==> src/rtl/hex_overlay_pkg.sv <==
// Shared widths and the nibble-select helper for the hex overlay.
package hex_overlay_pkg;

    localparam int CHAR_W     = 7;
    localparam int NIB_W      = 4;
    // Widest field value the helper accepts, in hex digits.
    localparam int MAX_DIGITS = 16;

    // Returns the d-th displayed nibble of a field (d=0 is the leftmost, most
    // significant digit). Out-of-field offsets return zero.
    function automatic logic [NIB_W-1:0] nib_sel(
        input logic [NIB_W*MAX_DIGITS-1:0] value,
        input int unsigned                 digits,
        input logic [CHAR_W-1:0]           d
    );
        int unsigned di;
        di = 32'(d);
        if (di >= digits) begin
            return '0;
        end
        return value[NIB_W*(digits-1-di) +: NIB_W];
    endfunction

endpackage

==> src/rtl/hex_field_match.sv <==
// Combinational hit test and nibble pick for one positioned hex field.
module hex_field_match
    import hex_overlay_pkg::*;
#(
    parameter int DIGITS = 8
) (
    input  logic                  en_i,
    input  logic [CHAR_W-1:0]     x_i,
    input  logic [CHAR_W-1:0]     y_i,
    input  logic [4*DIGITS-1:0]   value_i,
    input  logic [CHAR_W-1:0]     char_x_i,
    input  logic [CHAR_W-1:0]     char_y_i,
    output logic                  match_o,
    output logic [NIB_W-1:0]      nib_o
);

    logic [CHAR_W:0]   end_x;
    logic [CHAR_W-1:0] d;

    // Field extent is computed one bit wider so a field near column 127 is clipped, not wrapped.
    always_comb begin
        end_x   = {1'b0, x_i} + (CHAR_W+1)'(DIGITS);
        d       = char_x_i - x_i;
        match_o = en_i && (char_y_i == y_i) && (char_x_i >= x_i)
                  && ({1'b0, char_x_i} < end_x);
        nib_o   = nib_sel((NIB_W*MAX_DIGITS)'(value_i), DIGITS, d);
    end

endmodule

==> src/rtl/hex_overlay.sv <==
// Hex-field overlay: maps font-engine character cells to hex digit glyph bits,
// with a pending field table that is copied to the active table at vsync rise.
module hex_overlay
    import hex_overlay_pkg::*;
#(
    parameter  int NUM_FIELDS = 4,
    parameter  int DIGITS     = 8,
    localparam int AW         = (NUM_FIELDS > 1) ? $clog2(NUM_FIELDS) : 1
) (
    input  logic                  clk,
    input  logic                  reset,
    input  logic                  blank,
    input  logic                  vsync,
    input  logic [CHAR_W-1:0]     char_x,
    input  logic [CHAR_W-1:0]     char_y,
    input  logic [15:0]           char_data,
    input  logic                  wr_en,
    output logic                  wr_ready,
    input  logic [AW-1:0]         wr_addr,
    input  logic                  wr_field_en,
    input  logic [CHAR_W-1:0]     wr_x,
    input  logic [CHAR_W-1:0]     wr_y,
    input  logic [4*DIGITS-1:0]   wr_value,
    output logic                  hit,
    output logic                  pixel
);

    typedef struct packed {
        logic                en;
        logic [CHAR_W-1:0]   x;
        logic [CHAR_W-1:0]   y;
        logic [4*DIGITS-1:0] value;
    } field_t;

    field_t            pend_q [NUM_FIELDS];
    field_t            act_q  [NUM_FIELDS];
    logic              vsync_d1_q;
    logic              vsync_rise;
    logic              wr_in_range;

    logic              match [NUM_FIELDS];
    logic [NIB_W-1:0]  nib   [NUM_FIELDS];

    logic              sel_hit_d, sel_hit_q;
    logic [NIB_W-1:0]  sel_nib_d, sel_nib_q;
    logic              blank_s1_q;
    logic              hit_q, pixel_q;

    assign vsync_rise  = vsync && !vsync_d1_q;
    assign wr_ready    = !reset && !vsync_rise;
    assign wr_in_range = 32'(wr_addr) < NUM_FIELDS;
    assign hit         = hit_q;
    assign pixel       = pixel_q;

    // Field tables: writes land in pending; pending snapshots into active at vsync rise.
    always_ff @(posedge clk) begin
        if (reset) begin
            for (int i = 0; i < NUM_FIELDS; i++) begin
                pend_q[i] <= '0;
                act_q[i]  <= '0;
            end
            vsync_d1_q <= 1'b0;
        end else begin
            vsync_d1_q <= vsync;
            if (vsync_rise) begin
                for (int i = 0; i < NUM_FIELDS; i++) begin
                    act_q[i] <= pend_q[i];
                end
            end
            if (wr_en && wr_ready && wr_in_range) begin
                pend_q[wr_addr] <= '{en: wr_field_en, x: wr_x, y: wr_y, value: wr_value};
            end
        end
    end

    for (genvar g = 0; g < NUM_FIELDS; g++) begin : g_field
        hex_field_match #(
            .DIGITS (DIGITS)
        ) u_match (
            .en_i     (act_q[g].en),
            .x_i      (act_q[g].x),
            .y_i      (act_q[g].y),
            .value_i  (act_q[g].value),
            .char_x_i (char_x),
            .char_y_i (char_y),
            .match_o  (match[g]),
            .nib_o    (nib[g])
        );
    end

    // Priority select: the lowest-numbered matching field owns the cell.
    always_comb begin
        sel_hit_d = 1'b0;
        sel_nib_d = '0;
        for (int i = NUM_FIELDS - 1; i >= 0; i--) begin
            if (match[i]) begin
                sel_hit_d = 1'b1;
                sel_nib_d = nib[i];
            end
        end
    end

    // Stage 1 and stage 2 control; stage 2 meets char_data one cycle after its coordinates.
    always_ff @(posedge clk) begin
        if (reset) begin
            sel_hit_q  <= 1'b0;
            blank_s1_q <= 1'b0;
            hit_q      <= 1'b0;
            pixel_q    <= 1'b0;
        end else begin
            sel_hit_q  <= sel_hit_d;
            blank_s1_q <= blank;
            hit_q      <= sel_hit_q && !blank_s1_q;
            pixel_q    <= sel_hit_q && !blank_s1_q && char_data[sel_nib_q];
        end
    end

    // Stage 1 nibble index is only meaningful alongside sel_hit_q, so it carries no reset.
    always_ff @(posedge clk) begin
        sel_nib_q <= sel_nib_d;
    end

endmodule

==> config.mk <==
export PLATFORM = sky130hd
export DESIGN_NAME = hex_overlay
export DESIGN_NICKNAME = d
export VERILOG_FILES = /design/src/rtl/hex_overlay_pkg.sv /design/src/rtl/hex_field_match.sv /design/src/rtl/hex_overlay.sv
export SDC_FILE = /design/constraint.sdc
export NUM_CORES = 1
export LEC_CHECK = 0
export CORE_MARGIN = 2
export CORE_UTILIZATION = 41
export CTS_CLUSTER_DIAMETER = 50
export DETAILED_ROUTE_END_ITERATION = 6
export DONT_BUFFER_PORTS = 1
export PLACE_DENSITY = 0.56
export REMOVE_ABC_BUFFERS = 1
export SETUP_SLACK_MARGIN = 0.15
export SYNTH_ARGS = -nofsm -noshare
export SYNTH_HDL_FRONTEND = slang
export SYNTH_SLANG_ARGS = --single-unit
==> constraint.sdc <==
create_clock -name clk -period 16.7 [get_ports clk]
set_input_delay 2.505 -clock clk [delete_from_list [all_inputs] [get_ports clk]]
set_output_delay 2.505 -clock clk [all_outputs]
set_load 0.1 [all_outputs]
Word level (Yosys, flattened, before mapping)
Memories as Yosys holds them, arrays and structs flattened. Cells that the tools add are included. Widths: inputs -> output; s select.

Memories: 2. Input bits: 84. Register bits after elaboration: 9. Output and inout port bits: 3. Word-level logic and storage cells: 104. RAM bits: 376.

Memory list: act_q (depth 4, bits a word 47, rd ports 4, clocked after memory_dff 0, wr ports 4, line hex_overlay.sv:36) `field_t act_q [NUM_FIELDS];`; pend_q (depth 4, bits a word 47, rd ports 4, clocked after memory_dff 0, wr ports 4, line hex_overlay.sv:35) `field_t pend_q [NUM_FIELDS];`.

Equality and inequality tests: 4. Add/subtract/negate cells: 12. Muxes and demuxes: 37. Bitwise logic cells: 4. Order comparisons: 13. Reductions and logical operators: 22. Shifts and indexed selects: 4.

Operators with widths (count): $shiftx 64x33->4 (4); $mux 47 (5); $mux 4 (12); $reduce_or 47->1 (1); $add 7x4->8 const B (4); $lt 7x8->1 (4); $sub 3x7->8 const A (4); $eq 7x7->1 (4); $ge 7x4->1 const B (4); $ge 7x7->1 (4); $sub 7x7->7 (4); $mux 1 (18); $logic_and 1x1->1 (17); $lt 4x5->1 const B (1); $bmux 1 s4 (1); $logic_not 1->1 (4); $or 1x1->1 (4); $mux 2 (1).

Depth between registers and ports, before layout
Gate-level depths: netlist of run 1.

Depth after elaboration: 10. Depth in mapped cells: 14. Gate-level depth less buffers: 14.

Cells and area by module
From an unflattened synthesis of run 1, not the netlist that was laid out.

Cell total of the unflattened synthesis: 1264. Area total of the unflattened synthesis: 18158.7 um2.

By module, submodules not included: hex_overlay (area an instance 14565.2 um2, cells an instance 876, times used 1, sequential area each 11471.0 um2); hex_field_match (area an instance 898.4 um2, cells an instance 97, times used 4, sequential area each 0.0 um2).

Worst setup path before layout of run 1
OpenSTA, ideal clock, no wires.

Kind: input-to-reg. Start: input port vsync. End: memory act_q[0][0] in the netlist's numbering, enable pin. Buffers on the path: 2. Required time: 15736 ps. Setup slack: 8958 ps. Stages: 4. Library setup time: 964 ps. Arrival: 6778 ps. Cells stage by stage: a21oi_1 > clkbuf_1 > clkbuf_1 > inv_1.

RTL lines: start, declared (line hex_overlay.sv:13) `input logic vsync,`; end, declared (line hex_overlay.sv:36).

Worst setup path in the final report of run 1
Start: input port vsync. End: output port wr_ready.

Word-level cells in the longest chain between the ends: 3.

RTL lines: $logic_and 1x1->1 (line hex_overlay.sv:49) `assign vsync_rise = vsync && !vsync_d1_q;`; $logic_not 1->1 (line hex_overlay.sv:50) `assign wr_ready = !reset && !vsync_rise;`; $logic_and 1x1->1 (line hex_overlay.sv:50); end, declared (line hex_overlay.sv:18) `output logic wr_ready,`.

No other way between the ends.

==> results, run 1 <==
- The clock passes through at most 3 buffers.
- The core region area is 41900 um2.
- The post-detailed-routing wire length is 39.9 mm.
- For this run the aggregate overflow at the end of global routing stands at 0.
- The largest net degree at the start of global routing is 98.
- The most instantiated flip-flop cell in the synthesis netlist is sky130_fd_sc_hd__edfxtp_1.
- The core occupancy in the finished layout is 46.3%.
- Synthesis produced a netlist whose cell count is 1203.
- The cell with the most instances after synthesis is sky130_fd_sc_hd__edfxtp_1.
- The length of the first detailed-routing pass in iterations is 5.
- Of the available clock period, the critical path in the final layout requires 34.8%.
- The post-synthesis cell area is 17400 um2.
- The synthesis warning total is 0.
- The die boundary height is 210 um.
- At the pin with the least slew margin, the transition time is 1.08 ns.
- The post-cts resize count is 0.
- The number of different library cells in the post-synthesis netlist is 54.
- TritonCTS built the clock tree.
- The delay of the slowest cell on the worst path is 0.70 ns.
- For flop-to-flop paths, the worst setup slack is 12.68 ns.
- Sorting the synthesized cells by how often they occur yields sky130_fd_sc_hd__edfxtp_1 (376), sky130_fd_sc_hd__and3_1 (236), sky130_fd_sc_hd__and2_1 (143), sky130_fd_sc_hd__clkbuf_1 (69), sky130_fd_sc_hd__ha_1 (52).
- The insertion delay to the later sink of the worst-skew pair is 0.54 ns.
- Fill cells in the final layout number 3603.
- The H-tree generated during clock tree synthesis spans 2 levels.
- The via count of the first global-routing pass is 9713.
- Pin placement for this block handled 87 I/O pins.
- Input and output buffers added on the ports amount to 0.
- The finished cells cover 19400 um2.
- The worst setup path is launched from an input pin.
- The overall track demand over capacity in global routing is 18.4%.
- The initial core utilization is 41.6%.
- The top-area cell type share of the netlist area is 64.7%.
- The first global-routing pass estimated 60.6 mm of wire.
- IR analysis of the VDD net gives a maximum drop of 0.0596 mV.
- The signal on the critical path passes through a21oi_4 > buf_4.
- After the flow finishes, the layout carries non-filler instances totaling 1761.
- Dividing the detail-routed wire length by the instance count gives 22.6 um.
- The min-delay analysis places its worst path in the category reg -> reg.
- The data required time at the worst endpoint is 14.20 ns.
- The share of flip-flops with an asynchronous set or reset after synthesis is 0%.
- In the final layout, the share of cells above drive strength 1 is 10.9%.
- The startpoint identified for the worst hold timing path is blank_s1_q$_SDFF_PP0_.
- Sorting the synthesized cells by area gives the leading types as sky130_fd_sc_hd__edfxtp_1 (65%), sky130_fd_sc_hd__and3_1 (8.5%), sky130_fd_sc_hd__and2_1 (5.1%), sky130_fd_sc_hd__mux4_2 (4.8%), sky130_fd_sc_hd__ha_1 (3.7%).
- The largest delay contributor family on the critical path is buffers and inverters.
- The maximum clock frequency is 172 MHz.
- The instance area at placement is 18000 um2.
- The initial antenna violation count was 0.
- The routed layout has 9534 vias.
- The synthesized design contains 376 enable-type register cells.
- The flop and latch count out of synthesis is 385.
- The sequential share of the synthesized area is 65.8%.
- The kind of end point of the critical path is an output port.
- The die covers 44200 um2.
- The first routing iteration left 770 violations.
- The count of maximum capacitance violations is 0.
- Setup violations remaining at the end of the flow were counted as 0.
- In the routed design, unresolved DRC markers number 0.
- The hold violation total from the final report was 0.
- The post-detailed-route via-to-cell ratio is 5.41.
- sky130_fd_sc_hd__edfxtp_1 takes more of the synthesized area than any other cell.
- The worst clock skew is 0.0124 ns.
- The setup TNS after final layout is 0 ns.
- The clock tree root driver cell is sky130_fd_sc_hd__clkbuf_16.
- The area taken by multi-input logic gates is 5570 um2.
- Routability-driven placement finished with a final weighted congestion of 0.843.
- After clock tree synthesis, the clock-pin slew on the worst setup and hold paths is 0.06 ns.
- The final-report max-slew violation count was 0.
- Including well taps, the total number of placed cells is 1680.
- The total power per unit cell area is 118 nW/um2.
- The classification of the worst setup path is in -> out.
- Setup repair after global routing left no endpoint under its margin.
- Buffers inserted during clock tree synthesis total 42.
- The data arrival time of the critical path is 3.31 ns.
- The headroom to the max-slew limit is 27.3%.
- The number of hold-repair buffers added at the cts stage is 0.
- The slowest library cell on the worst path is sky130_fd_sc_hd__buf_4.
- The static power due to leakage is 8.05 nW.
- The number of setup buffers added after CTS is 0.
- The number of clock sinks is 385.
- The minimum period implied by the final worst setup slack is 5.82 ns.
- Dividing the synthesized area by the synthesized cell count gives 14.5 um2.
- The startpoint of the most critical register-to-register path is vsync_d1_q$_SDFF_PP0_.
- The total buffers and inverters traversed by the critical path is 1.
- The final layout contains 1325 nets.
- The top fanout value on the critical path is 50.
- The area growth from synthesis to layout is 11.3%.
- The run finished with clean final reports.
- The worst setup path startpoint is vsync.
- The width of the die is 210 um.
- After legalization and detailed placement, the total HPWL measured 24.9 mm.
- Row generation in the floorplan step produced 75 rows.
- In the final layout, flip-flops and latches occupy 11500 um2.
- The detail route stage leaves a number of antenna-violating nets equal to 0.
## stage by stage
step / hold slack, ns / setup slack (ns) / total power, mW
floorplan: 0.379 / 5.84 / 1.29
global placement: 0.386 / 10.89 / 1.35
detailed placement: 0.397 / 10.87 / 1.36
CTS: 0.395 / 10.87 / 2.31
global route: 0.435 / 10.85 / 2.37
finish: 0.395 / 10.88 / 2.29
## kinds of logic (layout without fill, tap and decap cells)
group | count (synthesis) | count (layout) | share of synthesized area (%)
buffers and inverters | 115 | 131 | 2.50
adders and majority gates | 56 | 56 | 4.19
muxes | 53 | 53 | 5.72
DFF | 385 | 385 | 65.8
and+or+nand+nor | 462 | 462 | 16.2
xor gates and xnor gates | 49 | 49 | 2.46
AOI/OAI and AO/OA | 83 | 83 | 3.16
other | 0 | 3 | 0
## layout make-up
| cell class | count | area share, % |
|---|---|---|
| timing repair buffer | 12 | 0.464 |
| sequential | 385 | 59.1 |
| tap | 539 | 3.47 |
| inverter | 41 | 0.831 |
| clock inverter | 20 | 1.19 |
| multi-input combinational | 703 | 28.7 |
| antenna | 3 | 0.0387 |
| clock buffer | 58 | 6.26 |
## cells in the final DEF (no fill, tap or decap), drive strengths merged, types with 9 or more instances in the layout
master / count
o21ai: 26
inv: 41
buf: 12
clkinv: 14
nand3: 9
and2: 143
dfxtp: 9
and3: 236
xnor2: 22
a21oi: 21
ha: 52
nor2: 20
mux2i: 12
clkbuf: 58
nand2: 12
xor2: 27
edfxtp: 376
mux4: 37
## flip-flops by register name, summed over array words and instances (netlist names)
name,cells
hit,1
sel_hit_q,1
pend_q,188
pixel,1
blank_s1_q,1
act_q,188
sel_nib_q,4
vsync_d1_q,1
## where the power goes
group          total (mW)  switching, mW  internal, mW
logic               0.204          0.125        0.0792
registers            1.13         0.0145          1.11
clock network       0.959          0.372         0.587
## final timing paths
path | endpoint | cells past startpoint
max | wr_ready | 2
min | hit$_SDFF_PP0_ | 1
max reg2reg | act_q[0][19]$_SDFFCE_PN0P_ | 6
min reg2reg | hit$_SDFF_PP0_ | 1
## layer usage
| layer | track usage [%] | share of wire [%] | up-vias | wire length (um) |
|---|---|---|---|---|
| met2 | 30.9 | 49 | 190 | 19600 |
| met4 | 5.01 | 2.1 | 0 | 818 |
| li1 | - | - | 4488 | - |
| met3 | 3.71 | 4.8 | 55 | 1900 |
| met1 | 24.6 | 44 | 4801 | 17600 |
| met5 | 0 | 0 | - | 0 |
(Power assumes the default switching activity.)
==> run 2, diff against run 1 <==
- PLACE_DENSITY: 0.56 -> 0.58
- clock period: 16.7 -> 4.7 ns (I/O delays scaled with it)
==> results, run 2 (same netlist as run 1, synthesis figures left out) <==
- Counting I/O delays and the setup requirement, the final critical path takes 3.42 ns.
- The ratio of cells with drive above 1 in the final layout is 11.5%.
- Buffers inserted during clock tree synthesis total 44.
- The hold violation total from the final report came to 0.
- Prior to clock tree synthesis, the placed netlist has a worst setup slack of 0.793 ns.
- The HPWL reported at the end of detailed placement is 25.0 mm.
- The kind of end point of the critical path is a register.
- The top fanout value on the critical path is 4.
- The endpoint of the worst hold path is blank_s1_q$_SDFF_PP0_.
- The routability congestion estimate is 0.797.
- The worst pin sits at a relative slew slack of 35.2%.
- The H-tree generated during clock tree synthesis spans 2 levels.
- In this run the power density over the cells is 415 nW/um2.
- The area taken by multi-input logic gates is 5570 um2.
- The post-route clock period utilization is 72.8%.
- The number of nets in the layout is 1339.
- The layout filler cell count is 3589.
- The post-cts resize count is 0.
- The worst min-delay path startpoint is reset.
- The overall die area is 44200 um2.
- Setup repair after global routing left no endpoint under its margin.
- In this run the critical register-to-register path is captured at sel_nib_q[1]$_DFF_P_.
- The clock-pin slew reported for the worst setup and hold paths after clock tree synthesis is 0.06 ns.
- In this run the deepest clock path goes through 3 buffers.
- The data required time at the worst endpoint is 5.15 ns.
- The insertion delay to the later sink of the worst-skew pair is 0.55 ns.
- The number of clock sinks is 385.
- The final-report max-slew violation count was 0.
- The first global-routing pass estimated 60.6 mm of wire.
- The tool flagged a number of max-cap violations equal to 0.
- The initial antenna violation count is 1.
- The instance area at placement is 18100 um2.
- The slew at the pin closest to its max-slew limit is 0.972 ns.
- The worst-case register-to-register setup slack is 1.31 ns.
- The flow ran to the end, and the final reports show no timing, DRC or antenna violations.
- By startpoint and endpoint, the worst setup path is classified as in -> reg.
- Input and output buffers added on the ports amount to 0.
- The leading cell type in the layout, fill and taps excluded is sky130_fd_sc_hd__edfxtp_1.
- The type of the worst min-delay path is in -> reg.
- The die boundary height is 210 um.
- The routed length per placed instance is 22.3 um.
- The number of hold-repair buffers added at the cts stage is 0.
- The finished layout holds 1774 standard cells, fillers aside.
- The via count of the first global-routing pass is 9945.
- The number of placed instances, taps included, is 1692.
- Along the worst hold path, the cell count comes to 1.
- The number of nets with antenna violations after detailed routing is 0.
- The residual overflow from global routing is 0.
- The routed layout has 9737 vias.
- The setup TNS after final layout is 0 ns.
- The total non-filler cell area in the finished layout is 19500 um2.
- The length of the first detailed-routing pass in iterations is 5.
- In the final layout, flip-flops and latches occupy 11500 um2.
- The static power due to leakage is 8.10 nW.
- In the layout the commonest cells are sky130_fd_sc_hd__edfxtp_1 (376), sky130_fd_sc_hd__and3_1 (236), sky130_fd_sc_hd__and2_1 (143), sky130_fd_sc_hd__ha_1 (52), sky130_fd_sc_hd__clkbuf_16 (46).
- Relative to the synthesized area, the layout overhead comes to 11.8%.
- The number of placement rows is 75.
- For this run, design rule violations remaining after detail routing come to 0.
- At the worst endpoint, the arrival time is 3.87 ns.
- Once the floorplan was initialized, standard cells occupied 41.6% of the core.
- The maximum clock frequency is 292 MHz.
- The tree is rooted in a sky130_fd_sc_hd__clkbuf_16.
- The startpoint of the most critical register-to-register path is act_q[3][39]$_SDFFCE_PN0P_.
- The final worst-path setup slack is 1.28 ns.
- The worst clock skew is 0.0111 ns.
- The design draws 8.10 mW.
- The width of the die is 210 um.
- The tightest hold path in the finished design has a slack of 0.229 ns.
- The largest net degree at the start of global routing is 158.
- For the worst flop-to-flop path, the logic depth is 12.
- Using the TritonRoute via totals, the vias-per-cell ratio works out to 5.49.
- The largest registers in the layout are act_q (188), pend_q (188), sel_nib_q (4).
- The sort of element at the start of the critical path is an input pin.
- The number of DRC violations after detailed-routing iteration 0 is 889.
- The CTS tree is built.
- The post-detailed-routing wire length is 39.6 mm.
- The total area inside the core boundary comes to 41900 um2.
- The total inserted antenna cells is 0.
- The setup-violating endpoint count in the final report is 0.
- 87 I/O pins were placed.
- Cells fill 46.5% of the core in the end.
- The overall track demand over capacity in global routing is 18.3%.
- IR analysis of the VDD net gives a maximum drop of 0.218 mV.
- The number of buffers added for setup after CTS is 0.
run 2: how the worst max path moves through the flow:
stage / from / endpoint / cells after the start
after detailed placement: char_x[0] / sel_nib_q[1]$_DFF_P_ / 13
after floorplan: vsync_d1_q$_SDFF_PP0_ / act_q[0][0]$_SDFFCE_PN0P_ / 3
final: char_x[0] / sel_nib_q[1]$_DFF_P_ / 13
after global placement: char_x[0] / sel_nib_q[0]$_DFF_P_ / 13
after global routing: act_q[3][39]$_SDFFCE_PN0P_ / sel_nib_q[3]$_DFF_P_ / 12
after CTS: char_x[0] / sel_nib_q[1]$_DFF_P_ / 13
run 2: final cells by class:
class                   instances  area share (%)
clock buffers                  60            6.27
clock inverters                22           0.988
well taps                     539            3.46
flip-flops and latches        385            58.8
multi-input cells             703            28.5
inverters                      41           0.827
repair buffers                 24            1.12
run 2: critical path: stages:
cell	delay, ns
sky130_fd_sc_hd__inv_1	0.15
sky130_fd_sc_hd__ha_1	0.22
sky130_fd_sc_hd__inv_1	0.06
sky130_fd_sc_hd__fa_1	0.42
sky130_fd_sc_hd__a211oi_1	0.31
sky130_fd_sc_hd__o21ai_0	0.16
sky130_fd_sc_hd__ha_1	0.29
sky130_fd_sc_hd__nor3b_1	0.18
sky130_fd_sc_hd__and3_1	0.17
sky130_fd_sc_hd__nand4_1	0.09
sky130_fd_sc_hd__or4b_4	0.58
sky130_fd_sc_hd__o221a_1	0.28
sky130_fd_sc_hd__o32ai_1	0.25
run 2: power by group:
group | total, mW | switching [mW] | internal (mW)
combinational | 0.746 | 0.452 | 0.294
sequential | 4.01 | 0.0498 | 3.96
clock | 3.34 | 1.35 | 1.99
run 2: metal layers:
metal  wire length, um  up-vias  GRT usage (%)  share of wire [%]
li1                  -     4517              -                  -
met1             17400     4956           24.0                 44
met2             19400      211           31.0                 49
met3              1980       51           3.29                5.0
met4               841        2           5.40                2.1
met5                 9        -              0              0.023
